## src/rtl/ifetch_ctrl.sv

```systemverilog
// ifetch_ctrl: instruction-fetch sequencer for a 2^AW x DW combinational
// instruction memory. It owns the PC, captures fetched words into a 2-entry
// buffer, presents the head over valid/ready, flushes on redirect and stops
// fetching once the halt word is captured.
//
//   state   | meaning
//   --------+-----------------------------------------------------------
//   S_IDLE  | reset state, waiting for start; redirect ignored
//   S_FETCH | capturing one word per edge whenever a buffer slot is free
//   S_HALT  | halt word captured; no capture, buffer drains, redirect resumes
module ifetch_ctrl #(
  parameter int AW = 4,
  parameter int DW = 32,
  parameter logic [DW-1:0] HALT_WORD = 32'hFFFF_FFFF
) (
  input  logic          clk,
  input  logic          rst,
  input  logic          start,
  output logic [AW-1:0] imem_addr,
  input  logic [DW-1:0] imem_data,
  output logic [DW-1:0] ins_out,
  output logic [AW-1:0] ins_pc,
  output logic          ins_valid,
  input  logic          ins_ready,
  input  logic          redirect,
  input  logic [AW-1:0] redirect_pc,
  output logic          halted,
  output logic          busy
);

  typedef enum logic [1:0] {
    S_IDLE  = 2'd0,
    S_FETCH = 2'd1,
    S_HALT  = 2'd2
  } state_t;

  state_t        state_q, state_d;
  logic [AW-1:0] pc_q, pc_d;
  logic [1:0]    cnt_q, cnt_d;
  // Entry 0 is the head; unused entries are kept at zero so the outputs
  // read 0 whenever the buffer is empty.
  logic [DW-1:0] dat0_q, dat0_d, dat1_q, dat1_d;
  logic [AW-1:0] adr0_q, adr0_d, adr1_q, adr1_d;

  logic          pop;
  logic          cap;
  logic          flush;
  logic [1:0]    cnt_tmp;

  // Next-state, PC and buffer update: pop first, then append the capture.
  always_comb begin
    state_d = state_q;
    pc_d    = pc_q;
    cnt_d   = cnt_q;
    dat0_d  = dat0_q;
    dat1_d  = dat1_q;
    adr0_d  = adr0_q;
    adr1_d  = adr1_q;
    cap     = 1'b0;
    flush   = 1'b0;
    cnt_tmp = cnt_q;
    pop     = (cnt_q != 2'd0) && ins_ready;

    case (state_q)
      S_IDLE: begin
        if (start) begin
          state_d = S_FETCH;
          pc_d    = '0;
        end
      end
      S_FETCH: begin
        if (redirect) begin
          flush = 1'b1;
          pc_d  = redirect_pc;
        end else if ((cnt_q != 2'd2) || pop) begin
          cap = 1'b1;
          if (imem_data == HALT_WORD) begin
            state_d = S_HALT;
          end else begin
            pc_d = AW'(pc_q + 1'b1);
          end
        end
      end
      S_HALT: begin
        if (redirect) begin
          flush   = 1'b1;
          pc_d    = redirect_pc;
          state_d = S_FETCH;
        end
      end
      default: state_d = S_IDLE;
    endcase

    if (flush) begin
      cnt_d  = 2'd0;
      dat0_d = '0;
      dat1_d = '0;
      adr0_d = '0;
      adr1_d = '0;
    end else begin
      if (pop) begin
        dat0_d  = dat1_q;
        adr0_d  = adr1_q;
        dat1_d  = '0;
        adr1_d  = '0;
        cnt_tmp = 2'(cnt_q - 2'd1);
      end
      if (cap) begin
        if (cnt_tmp == 2'd0) begin
          dat0_d = imem_data;
          adr0_d = pc_q;
        end else begin
          dat1_d = imem_data;
          adr1_d = pc_q;
        end
        cnt_tmp = 2'(cnt_tmp + 2'd1);
      end
      cnt_d = cnt_tmp;
    end
  end

  // State, PC and buffer registers with asynchronous clear.
  always_ff @(posedge clk or posedge rst) begin
    if (rst) begin
      state_q <= S_IDLE;
      pc_q    <= '0;
      cnt_q   <= 2'd0;
      dat0_q  <= '0;
      dat1_q  <= '0;
      adr0_q  <= '0;
      adr1_q  <= '0;
    end else begin
      state_q <= state_d;
      pc_q    <= pc_d;
      cnt_q   <= cnt_d;
      dat0_q  <= dat0_d;
      dat1_q  <= dat1_d;
      adr0_q  <= adr0_d;
      adr1_q  <= adr1_d;
    end
  end

  assign imem_addr = pc_q;
  assign ins_valid = (cnt_q != 2'd0);
  assign ins_out   = dat0_q;
  assign ins_pc    = adr0_q;
  assign halted    = (state_q == S_HALT);
  assign busy      = (state_q == S_FETCH);

endmodule

```

## config.mk

```make
export PLATFORM = sky130hd
export DESIGN_NAME = ifetch_ctrl
export DESIGN_NICKNAME = d
export VERILOG_FILES = /design/src/rtl/ifetch_ctrl.sv
export SDC_FILE = /design/constraint.sdc
export NUM_CORES = 1
export LEC_CHECK = 0
export CAP_MARGIN = 0
export CORE_MARGIN = 1.5
export CORE_UTILIZATION = 51
export DETAILED_ROUTE_END_ITERATION = 7
export PLACE_DENSITY = 0.8
export SYNTH_ARGS = -nofsm -noshare
export SYNTH_HDL_FRONTEND = slang
export SYNTH_SLANG_ARGS = --single-unit
```

## constraint.sdc

```tcl
create_clock -name clk -period 3.15 [get_ports clk]
set_input_delay 0.7875 -clock clk [delete_from_list [all_inputs] [get_ports clk]]
set_output_delay 0.7875 -clock clk [all_outputs]
set_load 0.05 [all_outputs]
```

==> impl_metrics.tcl, run 1 <==
set metrics [dict create \
    status "finished, final reports clean" \
    hold_depth 2 \
    gp_congestion 0.7974 \
    max-clock-path-buffers 2 \
    tightest_slew_ns 0.6918 \
    htree_levels 3 \
    dr_total_vias 3255 \
    ys_seq_area_frac 0.4998 \
    ys_types 34 \
    clk_pin_slew_worst_paths_ns 0.07 \
    dieWidth_um 91.62 \
    power.internal_mw 2.585 \
    yosysWarnings 0 \
    path_cells "inv_1 -> ha_1 -> clkdlybuf4s50_1" \
    synth_top_cell_by_area "dfrtp_1" \
    syn_nets 456 \
    core_mm2 0.007647 \
    setup_viol 0 \
    grt_max_degree 75 \
    drc 0 \
    critPathKind "flip-flop to output pin" \
    r2r_start "cnt_q[0]" \
    critPathMaxStageDelay_ns 0.88 \
    vias_per_cell 5.602 \
    hold_start "adr1_q[0]" \
    portBuffers 83 \
    critical_path_required_ns 2.36 \
    fin_skew_ns 0.007438 \
    fin_nets 524 \
    drt_iter0_drc 201 \
    insertion_delay_ns 0.34 \
    synth_seq_cells 80 \
    synth-edff-count 0 \
    pwr-share-comb 0.514 \
    r2r_cells 10 \
    holdWs_ns 0.5353 \
    crit_fanout 9 \
    cts_resized 0 \
    synthCells 407 \
    wl_um 9081 \
    cp.arrival_ns 2.06 \
    max_slew_margin 0.5382 \
    io_pins 84 \
    reg2reg_to "dat1_q[30]" \
    p_leak_nw 2.288 \
    fin_crit_sh 0.9041 \
    synthArstFlopShare 1.000 \
    start_util 0.5237 \
    area_growth_pct 26.77 \
    die_area_mm2 0.008393 \
    cts_hold_buf 0 \
    cts_setup_buffers 0 \
    pwr-share-seq 0.342 \
    synth_top_area_frac 0.4998 \
    dp_hpwl_um 5753 \
    rsz0062_at_grt "false" \
    power.net_switching_mw 2.014 \
    p_clk_frac 0.144 \
    powerDensity_mw_per_mm2 905.7 \
    ant_nets 0 \
    grt_overflow_total 0 \
    maxCapViolCount 0 \
    clock.fmax_ghz 0.3511 \
    ir_drop_uv 595.4 \
    startpoint_type "flip-flop" \
    yosys-top-cells-area "dfrtp_1 50%, mux2i_1 9.0%, a211oi_1 6.9%" \
    fin_setup_tns_ns 0 \
    synth_ff_type "dfrtp_1" \
    syn_area_mm2 0.004005 \
    postSynthAreaPerCell_um2 9.841 \
    hold_viol_final 0 \
    hp-class "flip-flop to flip-flop" \
    layout-drive-gt1-share 0.07098 \
    grt_antenna_before_repair 0 \
    min_period_ns 2.848 \
    ctsRootBufferMaster "clkbuf_8" \
    r2r_slack_ns 1.11 \
    p_total_mw 4.599 \
    num_antenna_cells 0 \
    cts_made_buffers 9 \
    cp-end-kind "output pin" \
    grt_pass1_wl_um 15380 \
    swShare 0.4379 \
    firstDrtPassIters 4 \
    cts_sinks 80 \
    slowest_stage "clkdlybuf4s50_1" \
    rows 32 \
    die_h_um 91.62 \
    hold_end "adr1_q[0]" \
    grtUsageTotal 0.2263 \
    cts_tree "done" \
    grt_pass1_vias 3247 \
    slew_violations 0 \
    wl_per_cell_um 15.63 \
]
## area by class of cell
cell class	instances	area (um^2)
well taps	102	127.6
multi-input cells	285	1790
fillers	646	2570
clock inverters	3	17.52
clock buffers	12	155.1
repair buffers	91	953.4
inverters	8	31.28
flip-flops and latches	80	2002
## per-layer routing
layer,global-route usage,part of all wire
met3,0.04892,0.047
met1,0.3063,0.46
met2,0.3700,0.48
met5,0,0
met4,0.05859,0.0099
## sequential cells by signal, summed over array words and instances (netlist names)
signal / count
imem_addr: 4
state_q: 2
cnt_q: 2
adr1_q: 4
dat1_q: 32
ins_pc: 4
ins_out: 32
## cell usage in the layout, fill, tap and decap left out, drive strengths merged
cell type,instances
clkdlybuf4s50,83
dfrtp,80
nand2,43
nor2,40
nand3,39
a21oi,39
a211oi,37
mux2i,36
clkbuf,12
nand4,8
ha,8
buf,8
inv,7
mux2,5
nor2b,4
xnor2,3
o21ai,3
clkinv,3
nor4,3
a22oi,3
nand2b,3
and2b,2
a21boi,1
and2,1
xor2,1
o2111ai,1
o22ai,1
nor3,1
o22a,1
o41ai,1
a311o,1
clkinvlp,1
## logic make-up (layout without fill, tap and decap cells)
family / after synthesis / count (layout) / synth area share
AO/OA/AOI/OAI: 88 / 88 / 0.1453
XOR/XNOR: 4 / 4 / 0.008749
adder cells (fa/ha/maj): 8 / 8 / 0.02499
buffers and inverters: 42 / 114 / 0.05529
flip-flops: 80 / 80 / 0.4998
multiplexers: 41 / 41 / 0.1040
AND/OR/NAND/NOR: 144 / 144 / 0.1618
## critical path, delay by kind of cell (launching register included)
kind	cells	cell delay (ns)
adders and majority gates	1	0.34
DFF	1	0.41
buffers and inverters	2	0.97
## power by group through the flow
| stage | Sequential, mW | Clock (mW) | Combinational, mW |
|---|---|---|---|
| detailed placement | 1.59 | 0 | 2.36 |
| finish | 1.57 | 0.664 | 2.36 |
| global placement | 1.57 | 0 | 2.31 |
| CTS | 1.57 | 0.683 | 2.38 |
| global route | 1.61 | 0.730 | 2.54 |
| floorplan | 2.06 | 0 | 1.24 |
## Yosys cell counts, types with 2 or more instances
cell type	n
ha_1	8
and2b_1	2
buf_2	12
buf_4	3
nand3_1	39
buf_6	5
nand4_1	8
nand2_1	42
inv_1	8
clkbuf_1	11
mux2_2	5
buf_1	3
nand2b_1	3
nor2_1	40
xnor2_1	3
a211oi_1	37
a21oi_1	38
dfrtp_1	80
a22oi_1	3
mux2i_1	36
nor4_1	3
nor2b_1	4
o21ai_0	3
## metrics by stage
step	std cells	cell area [um^2]	worst slack (ns)	util
5_1_grt	581	5077	0.2270	0.6639
2_1_floorplan	407	4005	0.3108	-
6_report	581	5077	0.3019	0.6639
3_5_place_dp	566	4905	0.3107	0.6414
4_1_cts	581	5077	0.2962	0.6639
3_3_place_gp	566	4905	0.3133	0.6414
## worst max path at each step
stage,startpoint,endpoint,slack (ns),cells past startpoint
global placement,imem_data[20],imem_addr[2],0.31,7
global route,state_q[0],halted,0.23,3
CTS,state_q[1],busy,0.30,3
floorplan,rst,adr1_q[0],0.31,1
finish,state_q[1],busy,0.30,3
detailed placement,imem_data[15],imem_addr[3],0.31,7
Note: power is estimated with default switching activity, not from simulation.
==> inputs of run 2 (changes only) <==
--- a/config.mk
+++ b/config.mk
@@ -5,7 +5,7 @@
 export SDC_FILE = /design/constraint.sdc
 export NUM_CORES = 1
 export LEC_CHECK = 0
-export CAP_MARGIN = 0
+export CAP_MARGIN = 20
 export CORE_MARGIN = 1.5
 export CORE_UTILIZATION = 51
 export DETAILED_ROUTE_END_ITERATION = 7
==> results of run 2 <==
Same layout as run 1: the final DEF is identical, and so are final timing and power.
